**src/rtl/pipe_ctrl_if.sv**
```systemverilog
// pipe_ctrl_if: bundle of hazard inputs and pipeline-register controls that
// connects the 5-stage core datapath to the hazard/sequencing controller.
//
// Signals (direction as seen by the controller, modport slave):
//   id_r1Num, id_r2Num       in   decode-stage source register numbers
//   id_r1Used, id_r2Used     in   decode instruction actually reads that source
//   ex_memReadEnable         in   instruction in EX is a load
//   ex_regWriteEnable        in   instruction in EX writes a register
//   ex_regWriteNum           in   destination of the EX instruction
//   ex_halt                  in   halt instruction is in EX
//   ex_branchTaken           in   EX resolved a redirect (branch/jump/siic)
//   imem_stall, dmem_stall   in   instruction / data memory busy
//   pc_en .. memwb_en        out  pipeline register enables
//   ifid_flush, idex_flush   out  load a NOP into IF/ID, ID/EX on this edge
//   halted                   out  core stopped
//   stall_cnt, flush_cnt     out  performance counters
//
// Modports: master = datapath side, slave = controller side.
interface pipe_ctrl_if;
  logic [2:0]  id_r1Num;
  logic [2:0]  id_r2Num;
  logic        id_r1Used;
  logic        id_r2Used;
  logic        ex_memReadEnable;
  logic        ex_regWriteEnable;
  logic [2:0]  ex_regWriteNum;
  logic        ex_halt;
  logic        ex_branchTaken;
  logic        imem_stall;
  logic        dmem_stall;
  logic        pc_en;
  logic        ifid_en;
  logic        idex_en;
  logic        exmem_en;
  logic        memwb_en;
  logic        ifid_flush;
  logic        idex_flush;
  logic        halted;
  logic [15:0] stall_cnt;
  logic [15:0] flush_cnt;

  modport master (
    output id_r1Num, id_r2Num, id_r1Used, id_r2Used,
           ex_memReadEnable, ex_regWriteEnable, ex_regWriteNum,
           ex_halt, ex_branchTaken, imem_stall, dmem_stall,
    input  pc_en, ifid_en, idex_en, exmem_en, memwb_en,
           ifid_flush, idex_flush, halted, stall_cnt, flush_cnt
  );

  modport slave (
    input  id_r1Num, id_r2Num, id_r1Used, id_r2Used,
           ex_memReadEnable, ex_regWriteEnable, ex_regWriteNum,
           ex_halt, ex_branchTaken, imem_stall, dmem_stall,
    output pc_en, ifid_en, idex_en, exmem_en, memwb_en,
           ifid_flush, idex_flush, halted, stall_cnt, flush_cnt
  );
endinterface

```
**src/rtl/pipe_ctrl.sv**
```systemverilog
// pipe_ctrl: hazard and sequencing controller for the 5-stage core.
// Resolves, in priority order, data-memory stalls, taken-branch flushes,
// halt entry, load-use bubbles and instruction-memory stalls, then drains
// EX/MEM/WB after a halt before reporting the core stopped.
//
// Parameters:
//   DRAIN_CYC  cycles from halt sampled in EX to halted (EX, MEM, WB drain)
// Ports:
//   clk   core clock
//   rst   asynchronous active-low reset
//   bus   pipe_ctrl_if.slave: hazard inputs, register enables/flushes,
//         halted flag and performance counters
// Configuration macro:
//   PIPE_CTRL_PERF_EN  builds the saturating stall/flush counters; when
//                      undefined both counters read 0.
//
// Enables and flushes are combinational so that a hazard seen this cycle
// controls the very next edge. A held register has enable 0/flush 0, a
// flushed register has enable 1/flush 1.
module pipe_ctrl #(
  parameter int unsigned DRAIN_CYC = 3
) (
  input logic        clk,
  input logic        rst,
  pipe_ctrl_if.slave bus
);

  typedef enum logic [1:0] {
    ST_RUN    = 2'd0,
    ST_DRAIN  = 2'd1,
    ST_HALTED = 2'd2
  } state_t;

  localparam logic [1:0] DCNT_INIT = 2'(DRAIN_CYC - 1);

  state_t     state_r;
  logic [1:0] dcnt_r;

  logic load_use_s;
  logic halt_take_s;
  logic pc_en_s;
  logic ifid_en_s;
  logic idex_en_s;
  logic exmem_en_s;
  logic memwb_en_s;
  logic ifid_flush_s;
  logic idex_flush_s;

  // A load in EX whose destination feeds an ID source needs one bubble.
  assign load_use_s = bus.ex_memReadEnable & bus.ex_regWriteEnable &
                      ((bus.id_r1Used & (bus.id_r1Num == bus.ex_regWriteNum)) |
                       (bus.id_r2Used & (bus.id_r2Num == bus.ex_regWriteNum)));

  // Halt is taken only when the pipe advances and no redirect overrides it.
  assign halt_take_s = bus.ex_halt & ~bus.ex_branchTaken & ~bus.dmem_stall;

  // Per-register enable/flush decode from state and current hazards.
  always_comb begin
    pc_en_s      = 1'b0;
    ifid_en_s    = 1'b0;
    idex_en_s    = 1'b0;
    exmem_en_s   = 1'b0;
    memwb_en_s   = 1'b0;
    ifid_flush_s = 1'b0;
    idex_flush_s = 1'b0;
    if (!rst) begin
      // Hold NOPs in the front registers while reset is asserted.
      ifid_flush_s = 1'b1;
      idex_flush_s = 1'b1;
    end else begin
      case (state_r)
        ST_RUN: begin
          if (bus.dmem_stall) begin
            // Whole pipe frozen; defaults already hold every register.
            pc_en_s = 1'b0;
          end else if (bus.ex_branchTaken) begin
            pc_en_s      = 1'b1;
            ifid_en_s    = 1'b1;
            idex_en_s    = 1'b1;
            exmem_en_s   = 1'b1;
            memwb_en_s   = 1'b1;
            ifid_flush_s = 1'b1;
            idex_flush_s = 1'b1;
          end else if (bus.ex_halt) begin
            // Stop fetching; everything behind the halt becomes NOPs.
            ifid_en_s    = 1'b1;
            idex_en_s    = 1'b1;
            exmem_en_s   = 1'b1;
            memwb_en_s   = 1'b1;
            ifid_flush_s = 1'b1;
            idex_flush_s = 1'b1;
          end else if (load_use_s) begin
            // Hold PC and IF/ID, inject one bubble into EX.
            idex_en_s    = 1'b1;
            exmem_en_s   = 1'b1;
            memwb_en_s   = 1'b1;
            idex_flush_s = 1'b1;
          end else if (bus.imem_stall) begin
            ifid_en_s    = 1'b1;
            idex_en_s    = 1'b1;
            exmem_en_s   = 1'b1;
            memwb_en_s   = 1'b1;
            ifid_flush_s = 1'b1;
          end else begin
            pc_en_s    = 1'b1;
            ifid_en_s  = 1'b1;
            idex_en_s  = 1'b1;
            exmem_en_s = 1'b1;
            memwb_en_s = 1'b1;
          end
        end
        ST_DRAIN: begin
          ifid_en_s    = 1'b1;
          idex_en_s    = 1'b1;
          exmem_en_s   = ~bus.dmem_stall;
          memwb_en_s   = ~bus.dmem_stall;
          ifid_flush_s = 1'b1;
          idex_flush_s = 1'b1;
        end
        ST_HALTED: begin
          pc_en_s = 1'b0;
        end
        default: begin
          ifid_flush_s = 1'b1;
          idex_flush_s = 1'b1;
        end
      endcase
    end
  end

  // Sequencing FSM: RUN until a halt is taken, count down the drain, stop.
  always_ff @(posedge clk or negedge rst) begin
    if (!rst) begin
      state_r <= ST_RUN;
      dcnt_r  <= 2'd0;
    end else begin
      case (state_r)
        ST_RUN: begin
          if (halt_take_s) begin
            state_r <= ST_DRAIN;
            dcnt_r  <= DCNT_INIT;
          end else begin
            state_r <= ST_RUN;
            dcnt_r  <= dcnt_r;
          end
        end
        ST_DRAIN: begin
          // A data-memory stall freezes MEM/WB, so the drain pauses too.
          if (bus.dmem_stall) begin
            state_r <= ST_DRAIN;
            dcnt_r  <= dcnt_r;
          end else if (dcnt_r == 2'd0) begin
            state_r <= ST_HALTED;
            dcnt_r  <= 2'd0;
          end else begin
            state_r <= ST_DRAIN;
            dcnt_r  <= dcnt_r - 2'd1;
          end
        end
        ST_HALTED: begin
          state_r <= ST_HALTED;
          dcnt_r  <= 2'd0;
        end
        default: begin
          state_r <= ST_RUN;
          dcnt_r  <= 2'd0;
        end
      endcase
    end
  end

  assign bus.pc_en      = pc_en_s;
  assign bus.ifid_en    = ifid_en_s;
  assign bus.idex_en    = idex_en_s;
  assign bus.exmem_en   = exmem_en_s;
  assign bus.memwb_en   = memwb_en_s;
  assign bus.ifid_flush = ifid_flush_s;
  assign bus.idex_flush = idex_flush_s;
  assign bus.halted     = rst & (state_r == ST_HALTED);

`ifdef PIPE_CTRL_PERF_EN
  logic        stall_inc_s;
  logic        flush_inc_s;
  logic [15:0] stall_cnt_r;
  logic [15:0] flush_cnt_r;

  // Count only hazards that actually shaped the outputs in RUN.
  assign stall_inc_s = (state_r == ST_RUN) &
                       (bus.dmem_stall |
                        (~bus.ex_branchTaken & ~bus.ex_halt & load_use_s));
  assign flush_inc_s = (state_r == ST_RUN) & ~bus.dmem_stall & bus.ex_branchTaken;

  // Saturating performance counters.
  always_ff @(posedge clk or negedge rst) begin
    if (!rst) begin
      stall_cnt_r <= 16'h0000;
      flush_cnt_r <= 16'h0000;
    end else begin
      if (stall_inc_s && (stall_cnt_r != 16'hFFFF)) begin
        stall_cnt_r <= stall_cnt_r + 16'd1;
      end else begin
        stall_cnt_r <= stall_cnt_r;
      end
      if (flush_inc_s && (flush_cnt_r != 16'hFFFF)) begin
        flush_cnt_r <= flush_cnt_r + 16'd1;
      end else begin
        flush_cnt_r <= flush_cnt_r;
      end
    end
  end

  assign bus.stall_cnt = stall_cnt_r;
  assign bus.flush_cnt = flush_cnt_r;
`else
  assign bus.stall_cnt = 16'h0000;
  assign bus.flush_cnt = 16'h0000;
`endif

endmodule

```
**src/flat_wrapper.sv**
```systemverilog
// flat-port wrapper written by rule: the top's interface ports become plain ports
module pipe_ctrl_flat 
#(
  parameter int unsigned DRAIN_CYC = 3
)
  (clk, rst, bus_id_r1Num, bus_id_r2Num, bus_id_r1Used, bus_id_r2Used, bus_ex_memReadEnable, bus_ex_regWriteEnable, bus_ex_regWriteNum, bus_ex_halt, bus_ex_branchTaken, bus_imem_stall, bus_dmem_stall, bus_pc_en, bus_ifid_en, bus_idex_en, bus_exmem_en, bus_memwb_en, bus_ifid_flush, bus_idex_flush, bus_halted, bus_stall_cnt, bus_flush_cnt);
  pipe_ctrl_if bus_i ();
  input logic clk;
  input logic rst;
  input wire logic [$bits(bus_i.id_r1Num)-1:0] bus_id_r1Num;
  input wire logic [$bits(bus_i.id_r2Num)-1:0] bus_id_r2Num;
  input wire logic [$bits(bus_i.id_r1Used)-1:0] bus_id_r1Used;
  input wire logic [$bits(bus_i.id_r2Used)-1:0] bus_id_r2Used;
  input wire logic [$bits(bus_i.ex_memReadEnable)-1:0] bus_ex_memReadEnable;
  input wire logic [$bits(bus_i.ex_regWriteEnable)-1:0] bus_ex_regWriteEnable;
  input wire logic [$bits(bus_i.ex_regWriteNum)-1:0] bus_ex_regWriteNum;
  input wire logic [$bits(bus_i.ex_halt)-1:0] bus_ex_halt;
  input wire logic [$bits(bus_i.ex_branchTaken)-1:0] bus_ex_branchTaken;
  input wire logic [$bits(bus_i.imem_stall)-1:0] bus_imem_stall;
  input wire logic [$bits(bus_i.dmem_stall)-1:0] bus_dmem_stall;
  output wire logic [$bits(bus_i.pc_en)-1:0] bus_pc_en;
  output wire logic [$bits(bus_i.ifid_en)-1:0] bus_ifid_en;
  output wire logic [$bits(bus_i.idex_en)-1:0] bus_idex_en;
  output wire logic [$bits(bus_i.exmem_en)-1:0] bus_exmem_en;
  output wire logic [$bits(bus_i.memwb_en)-1:0] bus_memwb_en;
  output wire logic [$bits(bus_i.ifid_flush)-1:0] bus_ifid_flush;
  output wire logic [$bits(bus_i.idex_flush)-1:0] bus_idex_flush;
  output wire logic [$bits(bus_i.halted)-1:0] bus_halted;
  output wire logic [$bits(bus_i.stall_cnt)-1:0] bus_stall_cnt;
  output wire logic [$bits(bus_i.flush_cnt)-1:0] bus_flush_cnt;
  assign bus_i.id_r1Num = bus_id_r1Num;
  assign bus_i.id_r2Num = bus_id_r2Num;
  assign bus_i.id_r1Used = bus_id_r1Used;
  assign bus_i.id_r2Used = bus_id_r2Used;
  assign bus_i.ex_memReadEnable = bus_ex_memReadEnable;
  assign bus_i.ex_regWriteEnable = bus_ex_regWriteEnable;
  assign bus_i.ex_regWriteNum = bus_ex_regWriteNum;
  assign bus_i.ex_halt = bus_ex_halt;
  assign bus_i.ex_branchTaken = bus_ex_branchTaken;
  assign bus_i.imem_stall = bus_imem_stall;
  assign bus_i.dmem_stall = bus_dmem_stall;
  assign bus_pc_en = bus_i.pc_en;
  assign bus_ifid_en = bus_i.ifid_en;
  assign bus_idex_en = bus_i.idex_en;
  assign bus_exmem_en = bus_i.exmem_en;
  assign bus_memwb_en = bus_i.memwb_en;
  assign bus_ifid_flush = bus_i.ifid_flush;
  assign bus_idex_flush = bus_i.idex_flush;
  assign bus_halted = bus_i.halted;
  assign bus_stall_cnt = bus_i.stall_cnt;
  assign bus_flush_cnt = bus_i.flush_cnt;
  pipe_ctrl #(.DRAIN_CYC(DRAIN_CYC)) u_core (.clk(clk), .rst(rst), .bus(bus_i));
endmodule
```
**config.mk**
```make
export PLATFORM = sky130hd
export DESIGN_NAME = pipe_ctrl_flat
export DESIGN_NICKNAME = d
export VERILOG_FILES = /design/src/rtl/pipe_ctrl_if.sv /design/src/rtl/pipe_ctrl.sv /design/src/flat_wrapper.sv
export SDC_FILE = /design/constraint.sdc
export NUM_CORES = 1
export LEC_CHECK = 0
export ABC_AREA = 1
export BUFFER_PORTS_ARGS = -buffer_cell sky130_fd_sc_hd__buf_4
export CAP_MARGIN = 10
export CORE_UTILIZATION = 23
export DETAILED_ROUTE_END_ITERATION = 10
export GPL_TIMING_DRIVEN = 0
export PLACE_DENSITY = 0.59
export SETUP_SLACK_MARGIN = 0.2
export SLEW_MARGIN = 20
export SYNTH_ARGS = -nofsm -noshare
export SYNTH_HDL_FRONTEND = slang
export SYNTH_SLANG_ARGS = --single-unit
```
**constraint.sdc**
```tcl
create_clock -name clk -period 1 [get_ports clk]
set_input_delay 0.1 -clock clk [delete_from_list [all_inputs] [get_ports clk]]
set_output_delay 0.1 -clock clk [all_outputs]
set_load 0.02 [all_outputs]
```
# After elaboration in Yosys (flattened, before gate mapping)
# Cells that the tools add are included.
# op_classes
n_eq_ne,6
addsub,1
reduce_logical,3
bitwise_logic,10
mux,39
# op_table
cell,n
two-way mux 1 bit,27
two-way mux 2 bit,5
case mux 1 bit (2 select lines),5
bitwise AND 1 bit,7
== test 3 bit,2
case mux 2 bit (3 select lines),1
zero test 2 bit,2
case mux 2 bit (2 select lines),1
"== test 2 x 1 -> 1 bit, second input constant",1
"== test 2 bit, second input constant",1
"inequality test 2 x 1 -> 1 bit, second input constant",1
"inequality test 2 bit, second input constant",1
inverter 1 bit,2
AND reduction 2 bit,1
"subtractor 2 x 1 -> 2 bit, second input constant",1
bitwise OR 1 bit,1
# word_totals
out_inout_bits,40
register_bits,4

# Longest topological paths before layout
# Gate-level depths: netlist (run 1).
# logic_depth
ltp_word,10
ltp_mapped,10
mapped_depth_nobuf,10

# Worst setup path before layout (run 1)
# Ideal clock, no wire load.
# synth_timing
path_kind,register -> output
startpoint,register u_core.state_r[1]
endpoint,output bus_pc_en
path_slack_ns,-0.393
n_path_buf,0
arrival_time_ns,1.293
path_stages_with_launch,6
cell_sequence,dfrtp_1 nor2_2 inv_1 nor2_2 nand2_1 a21oi_1
# synth_via
elab_chain_len,3
# synth_lines
element,line,rtl
"start, declared",pipe_ctrl.sv:36,state_t state_r;
"start signal, assigned",pipe_ctrl.sv:134,state_r <= ST_RUN;
"start signal, assigned",pipe_ctrl.sv:140,state_r <= ST_DRAIN;
"start signal, assigned",pipe_ctrl.sv:143,state_r <= ST_RUN;
zero test 2 bit,pipe_ctrl.sv:71,case (state_r)
two-way mux 1 bit,pipe_ctrl.sv:71,
two-way mux 1 bit,pipe_ctrl.sv:66,if (!rst) begin
"end, declared",flat_wrapper.sv:21,output wire logic [$bits(bus_i.pc_en)-1:0] bus_pc_en;
# No other way between the ends.

# Final worst setup path (run 1)
# Ends and elaborated chain as after synthesis.

==> impl_metrics.json, run 1 <==
{
  "grt.overflow.total": 0,
  "synth_area_um2": 672,
  "cts_buffers": 3,
  "num_vias": 766,
  "core_um2": 2760,
  "path_clk_slew_ns": 0.04,
  "yosys_register_bits": 4,
  "grt_setup_unrepaired": "yes",
  "synth_top_family_by_area": "buffers and inverters",
  "synth_fa_ha_area_share_pct": 0,
  "drt_wl_total_um": 1560,
  "drt_iter0_drc": 14,
  "min_path_cells": 3,
  "cp-end-kind": "output port",
  "clk_latency_ns": 0.23,
  "grt_pass1_wl_um": 2570,
  "synth_edf_count": 0,
  "layout.area.seq_um2": 101,
  "cp.arrival_ns": 1.29,
  "gp_congestion": 0.692,
  "rows": 19,
  "finalHoldViolCount": 0,
  "drive_gt1_share_pct": 48.6,
  "reg2reg_depth": 5,
  "max-vdd-ir-drop_v": 0.00131,
  "route.detailed.drc": 0,
  "dpl.hpwl_um": 1240,
  "synthMuxAreaShare_pct": 0,
  "fin_ws_ns": -0.391,
  "avgSynthCellArea_um2": 5.84,
  "initial_utilization_pct": 24.4,
  "cap_violations": 0,
  "h-tree-depth": 1,
  "worstPathCellList": "nor2_2, inv_2, nor2_4, nand2_2, a21oi_4, buf_6",
  "place_area_um2": 1050,
  "fmax_mhz": 719,
  "fin_crit_sh_pct": 139,
  "antennaDiodeCount": 0,
  "maxUsedRoutingLayer": "met4",
  "p_per_area_nw_per_um2": 1350,
  "skew_ns": 0.00176,
  "status": "complete, but fails checks",
  "cp_slowest_cell": "dfrtp_1",
  "grt_usage_pct": 9.98,
  "synth_commonest_cells": "33 x buf_4, 29 x nand2_1, 17 x inv_1, 12 x nor2_1, 4 x dfrtp_1",
  "drtPass1Iterations": 2,
  "io_pins": 59,
  "routedWlPerCell_um": 7.28,
  "async_reset_ff_share_pct": 100,
  "met2WireLength_um": 801,
  "report.final.slew_viol_count": 0,
  "die_area_um2": 3140,
  "multi_input_area_um2": 442,
  "wl_met3_um": 120,
  "yosys.area_share.simple_pct": 30.2,
  "cts_tree": "done",
  "postRouteAntennaNets": 0,
  "cp_max_fo": 4,
  "fin_area_um2": 1220,
  "setup_viol": 12,
  "synth-xor-area-share_pct": 0,
  "die_height_um": 56.1,
  "port-buffer-count": 26,
  "ys_seq_area_share_pct": 14.9,
  "violations": "setup timing",
  "area_growth_pct": 81.2,
  "cts_root_buf": "clkbuf_4",
  "nFillCells": 301,
  "power.total_mw": 1.64,
  "drt-met1-wl_um": 620,
  "crit_required_ns": 0.90,
  "synth_compound_area_share_pct": 7.45,
  "p_leak_nw": 0.744,
  "antenna_found_initial": 0,
  "via_per_inst": 3.58,
  "synth_ff_type": "dfrtp_1",
  "cts_sinks": 4,
  "synth_largest_area_cell": "buf_4",
  "startpoint_type": "register",
  "layout_min_cycle_time_ns": 1.39,
  "nets": 204,
  "die_x_um": 56.1,
  "ys.warnings.count": 0,
  "ys_types": 16,
  "utilization_pct": 44.1,
  "synth_top_area_share_pct": 36.9,
  "dp_slack_ns": -0.300,
  "grt_pass1_vias": 692,
  "min_path_type": "in -> reg",
  "critPathMaxStageDelay_ns": 0.39,
  "grt_max_degree": 7,
  "syn_inst": 115,
  "path_class": "reg -> out",
  "cts_buffer_depth": 2,
  "synth.most_common_cell": "buf_4",
  "ys_top_cells_by_area": "buf_4 37%, nand2_1 16%, dfrtp_1 15%"
}
area by class of cell:
cell class / count / area share [%]
inverters: 18 / 5.76
repair buffers: 34 / 23.9
plain buffers: 33 / 20.7
well taps: 31 / 3.19
multi-input cells: 91 / 36.3
clock buffers: 3 / 1.85
flip-flops and latches: 4 / 8.32
worst paths after layout:
| kind | start | endpoint | slack, ns |
|---|---|---|---|
| min reg2reg | u_core.dcnt_r[0]$_DFFE_PN0P_ | u_core.dcnt_r[1]$_DFFE_PN0P_ | 0.57 |
| max | u_core.state_r[1]$_DFF_PN0_ | bus_pc_en | -0.39 |
| min | bus_dmem_stall | u_core.dcnt_r[1]$_DFFE_PN0P_ | 0.17 |
| max reg2reg | u_core.state_r[1]$_DFF_PN0_ | u_core.dcnt_r[0]$_DFFE_PN0P_ | -0.08 |
| max in group asynchronous | rst | u_core.state_r[0]$_DFF_PN0_ | 0.59 |
| min in group asynchronous | rst | u_core.dcnt_r[1]$_DFFE_PN0P_ | 0.24 |
cell families (layout without fill, tap and decap cells):
| logic type | Yosys count | after routing |
|---|---|---|
| flip-flops | 4 | 4 |
| other | 1 | 32 |
| AND/OR/NAND/NOR | 50 | 50 |
| AO/OA/AOI/OAI | 9 | 9 |
| buffers and inverters | 51 | 88 |
state kept, by name (all words and copies together) (netlist names):
| register | count |
|---|---|
| u_core.dcnt_r | 2 |
| u_core.state_r | 2 |
worst max-delay path: cells and delay by family, from the launching register on:
family / cells / cell delay [ns]
flip-flops: 1 / 0.39
buffers and inverters: 2 / 0.21
AO/OA/AOI/OAI: 1 / 0.11
AND/OR/NAND/NOR: 3 / 0.36
metal layers:
layer,track usage (%),vias to the layer above
li1,-,419
met1,10.2,313
met2,19.9,32
met3,0.930,2
met4,4.53,0
met5,0,-
what timing repair did:
| action | CTS | global route |
|---|---|---|
| pin swaps | 7 | 1 |
| hold endpoints to repair | 4 | 0 |
| hold buffers | 1 | 0 |
| setup endpoints to repair | 12 | 12 |
| gates resized for setup | 20 | 6 |
| buffers inserted | 5 | 2 |
per-stage QoR:
stage	cells	setup TNS [ns]	hold WS [ns]
after CTS	212	-2.59	0.161
after detailed placement	203	-1.15	-0.0995
after global routing	214	-3.48	0.184
after floorplan	146	-0.618	-0.196
final	214	-2.74	0.166
after global placement	203	-1.02	-0.100
report_power, final:
part           internal, mW  leakage, nW  total (mW)  switching [mW]
registers             0.236       0.0500       0.324          0.0874
clock network         0.134       0.0138       0.193          0.0588
logic                 0.522        0.680        1.12           0.602
placed cells by master, fill, tap and decap left out, types with 3 or more instances in the layout:
cell,count
buf_4,56
nand2_2,5
nor3_1,3
dfrtp_1,3
nand2_1,24
inv_2,3
conb_1,32
nor2_1,10
buf_6,10
inv_1,14
o21ai_2,3
clkbuf_4,3
No activity file was read; power rests on OpenSTA's default activity.
==> run 2: changes to the inputs <==
Settings changed: PLACE_DENSITY 0.59 to 0.54.
==> impl_metrics.json, run 2 (synthesized netlist as in run 1, its figures left out) <==
{
  "rows": 19,
  "grt_setup_unrepaired": "yes",
  "skew_ns": 0.00147,
  "layout.area.seq_um2": 101,
  "grt_pass1_vias": 669,
  "top_regs": "u_core.dcnt_r (2), u_core.state_r (2)",
  "grt_usage_pct": 10.6,
  "route.detailed.drc": 0,
  "timing.rr.start": "u_core.state_r[0]$_DFF_PN0_",
  "reg2reg_depth": 6,
  "p_per_area_nw_per_um2": 1400,
  "drive_gt1_share_pct": 49.7,
  "h-tree-depth": 1,
  "die_height_um": 56.1,
  "port-buffer-count": 26,
  "area_growth_pct": 79.9,
  "multi_input_area_um2": 444,
  "hp-start": "bus_dmem_stall",
  "core_um2": 2760,
  "antenna_found_initial": 0,
  "cts_buffers": 3,
  "crit_required_ns": 0.90,
  "postRouteAntennaNets": 0,
  "rrSetupSlack_ns": -0.10,
  "fin_area_um2": 1210,
  "cts_sinks": 4,
  "report.final.slew_viol_count": 0,
  "routedWlPerCell_um": 7.51,
  "initial_utilization_pct": 24.4,
  "io_pins": 59,
  "path_delay_family": "flip-flops",
  "critPathMaxStageDelay_ns": 0.38,
  "grt_max_degree": 6,
  "via_per_inst": 3.55,
  "nFillCells": 280,
  "rr_endpoint": "u_core.dcnt_r[0]$_DFFE_PN0P_",
  "drt_iter0_drc": 12,
  "p_leak_nw": 0.741,
  "cp-end-kind": "output port",
  "max-vdd-ir-drop_v": 0.00109,
  "num_vias": 759,
  "fin_crit_sh_pct": 137,
  "fin_ws_ns": -0.365,
  "nets": 204,
  "place_area_um2": 1050,
  "fin_setup_tns_ns": -2.52,
  "cts_buffer_depth": 2,
  "violations": "setup timing",
  "dpl.hpwl_um": 1290,
  "drt_wl_total_um": 1610,
  "die_x_um": 56.1,
  "min_path_cells": 4,
  "startpoint_type": "register",
  "layout_min_cycle_time_ns": 1.37,
  "worstPathCellList": "nor2_2, inv_2, a311oi_2, nand2_1, nand2_2, buf_6",
  "min_path_type": "in -> reg",
  "cp_max_fo": 3,
  "die_area_um2": 3140,
  "layout_commonest_cell": "buf_4",
  "fmax_mhz": 733,
  "grt.overflow.total": 0,
  "finalHoldViolCount": 0,
  "path_buf_inv": 2,
  "hold_end": "u_core.state_r[1]$_DFF_PN0_",
  "cp_slowest_cell": "dfrtp_1",
  "gp_congestion": 0.747,
  "drtPass1Iterations": 4,
  "path_class": "reg -> out",
  "path_clk_slew_ns": 0.04,
  "setup_viol": 9,
  "grt_pass1_wl_um": 2700,
  "status": "complete, but fails checks",
  "cts_tree": "done",
  "antennaDiodeCount": 0,
  "cts_root_buf": "clkbuf_4",
  "cap_violations": 0,
  "clk_latency_ns": 0.23,
  "cp.arrival_ns": 1.27,
  "final_cell_mix": "59 x buf_4, 32 x conb_1, 25 x nand2_1, 13 x inv_1, 9 x nor2_1"
}
[run 2: cell counts in the layout (fill, tap and decap cells not counted)]
Identical to the previous run, type by type.
[run 2: timing repair]
item / in CTS / in global routing
hold buffers: 1 / 0
gates resized for setup: 22 / 3
setup endpoints to repair: 12 / 12
pin swaps: 8 / 4
hold endpoints to repair: 4 / 0
setup buffers: 6 / 1
[run 2: through the flow]
| step | instances | worst slack, ns | utilization, % | total power, mW | hold WS (ns) |
|---|---|---|---|---|---|
| 2_1_floorplan | 146 | -0.156 | - | 0.905 | -0.196 |
| 3_3_place_gp | 203 | -0.248 | 38.1 | 1.14 | -0.101 |
| 3_5_place_dp | 203 | -0.274 | 38.1 | 1.15 | -0.100 |
| 4_1_cts | 213 | -0.391 | 43.1 | 1.66 | 0.169 |
| 5_1_grt | 214 | -0.432 | 43.8 | 1.82 | 0.169 |
| 6_report | 214 | -0.365 | 43.8 | 1.69 | 0.169 |
[run 2: worst max-delay path by stage]
stage | startpoint | cells after the start | slack (ns) | endpoint
after global placement | u_core.state_r[1]$_DFF_PN0_ | 6 | -0.25 | bus_ifid_flush
after floorplan | u_core.state_r[0]$_DFF_PN0_ | 4 | -0.16 | bus_idex_en
after global routing | u_core.state_r[1]$_DFF_PN0_ | 6 | -0.43 | bus_pc_en
after CTS | u_core.state_r[1]$_DFF_PN0_ | 6 | -0.39 | bus_pc_en
after detailed placement | u_core.state_r[1]$_DFF_PN0_ | 6 | -0.27 | bus_ifid_flush
final | u_core.state_r[1]$_DFF_PN0_ | 6 | -0.37 | bus_ifid_flush
[run 2: final cells by class]
cell class,count,area share [%]
Buffer,33,20.8
Clock buffer,3,1.86
Inverter,18,5.80
Multi-Input combinational cell,91,36.7
Sequential cell,4,8.39
Tap cell,31,3.21
Timing Repair Buffer,34,23.2
[run 2: worst reg2reg max path, stage by stage (launching register included)]
cell	delay [ns]
dfrtp_2	0.45
buf_6	0.15
nor2_4	0.10
nor2_1	0.05
nor2_2	0.09
a31oi_1	0.05
a21oi_1	0.14
[run 2: where the power goes]
part	internal [mW]	switching (mW)	total, mW	leakage (nW)
Combinational	0.554	0.618	1.17	0.678
Clock	0.134	0.0645	0.199	0.0138
Sequential	0.236	0.0872	0.324	0.0500
[run 2: routing by layer]
layer	wire [um]	vias to the layer above	part of all wire, %	GRT usage [%]
li1	-	423	-	-
met5	0	-	0	0
met1	699	296	43	12.9
met2	744	38	46	17.7
met3	149	2	9.3	1.86
met4	14	0	0.87	5.23
==> run 3: changes to the inputs <==
==> constraint.sdc (replaced) <==
create_clock -name clk -period 1 [get_ports clk]
set_input_delay 0.1 -clock clk [delete_from_list [all_inputs] [get_ports clk]]
set_output_delay 0.1 -clock clk [all_outputs]
set_load 0.05 [all_outputs]
==> impl_metrics.json, run 3 (synthesized netlist as in run 1, its figures left out) <==
{
  "status": "complete, but fails checks",
  "violations": "hold timing, setup timing",
  "clk_latency_ns": 0.25,
  "rows": 19,
  "gp_congestion": 0.771,
  "p_leak_nw": 0.782,
  "top_regs": "u_core.dcnt_r (2), u_core.state_r (2)",
  "final_cell_mix": "57 x buf_4, 32 x conb_1, 24 x nand2_1, 13 x inv_1, 9 x buf_6",
  "via_per_inst": 3.68,
  "core_um2": 2760,
  "grt_pass1_vias": 756,
  "path_delay_family": "flip-flops",
  "antennaDiodeCount": 0,
  "drt_iter0_drc": 9,
  "place_inst": 203,
  "die_height_um": 56.1,
  "min_path_type": "in -> async",
  "cts_tree": "done",
  "grt_setup_unrepaired": "yes",
  "cts_buffer_depth": 2,
  "h-tree-depth": 1,
  "startpoint_type": "register",
  "initial_utilization_pct": 24.4,
  "rrSetupSlack_ns": -0.14,
  "cp-end-kind": "output port",
  "drt_wl_total_um": 1860,
  "reg2reg_depth": 6,
  "report.final.slew_viol_count": 0,
  "cp.arrival_ns": 1.47,
  "setup_viol": 12,
  "fmax_mhz": 638,
  "cpMostUsedCell": "nor2_4",
  "finalHoldViolCount": 4,
  "p_per_area_nw_per_um2": 1730,
  "grt_pass1_wl_um": 2880,
  "path_class": "reg -> out",
  "num_vias": 802,
  "whs_ns": -0.362,
  "timing.rr.start": "u_core.state_r[1]$_DFF_PN0_",
  "cp_max_fo": 4,
  "path_buf_inv": 2,
  "fin_ws_ns": -0.566,
  "path_clk_slew_ns": 0.06,
  "crit_required_ns": 0.90,
  "layout.cells.non_filler": 218,
  "critPathMaxStageDelay_ns": 0.43,
  "skew_ns": 0.0240,
  "max-vdd-ir-drop_v": 0.00146,
  "dp_slack_ns": -0.302,
  "area_growth_pct": 97.0,
  "route.detailed.drc": 0,
  "cts_buffers": 3,
  "cap_violations": 0,
  "layout_commonest_cell": "buf_4",
  "grt.overflow.total": 0,
  "die_area_um2": 3140,
  "grt_max_degree": 6,
  "drive_gt1_share_pct": 53.5,
  "nets": 207,
  "postRouteAntennaNets": 0,
  "cts_sinks": 4,
  "rr_endpoint": "u_core.dcnt_r[1]$_DFFE_PN0P_",
  "fin_setup_tns_ns": -4.41,
  "antenna_found_initial": 0,
  "grt_usage_pct": 11.4,
  "routedWlPerCell_um": 8.54,
  "die_x_um": 56.1,
  "layout_min_cycle_time_ns": 1.57,
  "port-buffer-count": 26,
  "worstPathCellList": "nor2_4, inv_2, nor2_4, nand2_2, a21oi_4, buf_6",
  "startpoint": "u_core.state_r[1]$_DFF_PN0_",
  "io_pins": 59,
  "drtPass1Iterations": 4,
  "fin_crit_sh_pct": 157,
  "cts_root_buf": "clkbuf_4",
  "cp_slowest_cell": "dfrtp_2",
  "dpl.hpwl_um": 1330
}
run 3: cell type report:
class,count,area [um2]
tap,31,38.8
fill,285,1430
clock buffer,4,26.3
multi-input combinational,91,497
timing repair buffer,37,338
sequential,4,103
inverter,18,70.1
buffer,33,251
run 3: timing repair:
| item | in CTS | in global routing |
|---|---|---|
| pin swaps | 8 | 5 |
| endpoints found under the setup margin | 12 | 12 |
| resized for setup | 28 | 7 |
| hold endpoints to repair | 4 | 4 |
| buffers inserted | 9 | 2 |
run 3: worst reg2reg max path: cells and delay by family (launching register included):
| family | cells | cell delay [ns] |
|---|---|---|
| flip-flops | 1 | 0.43 |
| buffers and inverters | 3 | 0.32 |
| AND/OR/NAND/NOR | 2 | 0.22 |
| AO/OA/AOI/OAI | 1 | 0.08 |
run 3: per-stage QoR:
step           util [%]  instance area, um2  power [mW]
3_3_place_gp       39.7                1090        1.56
2_1_floorplan         -                 860        1.33
3_5_place_dp       39.7                1090        1.57
6_report           48.0                1320        2.29
5_1_grt            48.0                1320        2.41
4_1_cts            46.4                1280        2.16
run 3: worst max path at each step:
stage / to / slack, ns / cells past startpoint
finish: bus_pc_en / -0.57 / 6
global route: bus_ifid_flush / -0.61 / 6
CTS: bus_ifid_flush / -0.48 / 6
detailed placement: bus_ifid_flush / -0.30 / 6
global placement: bus_ifid_flush / -0.31 / 6
floorplan: bus_pc_en / -0.45 / 5
run 3: metal layers:
layer	global-route usage (%)	part of all wire, %
met4	4.88	1.9
met2	23.5	57
met1	10.2	36
met3	2.56	4.4
met5	0	0
run 3: power by group:
group | leakage, nW | total [mW] | internal, mW | switching (mW)
clock | 0.0150 | 0.236 | 0.151 | 0.0853
combinational | 0.718 | 1.74 | 0.681 | 1.05
sequential | 0.0486 | 0.319 | 0.238 | 0.0811
total | 0.782 | 2.29 | 1.07 | 1.22
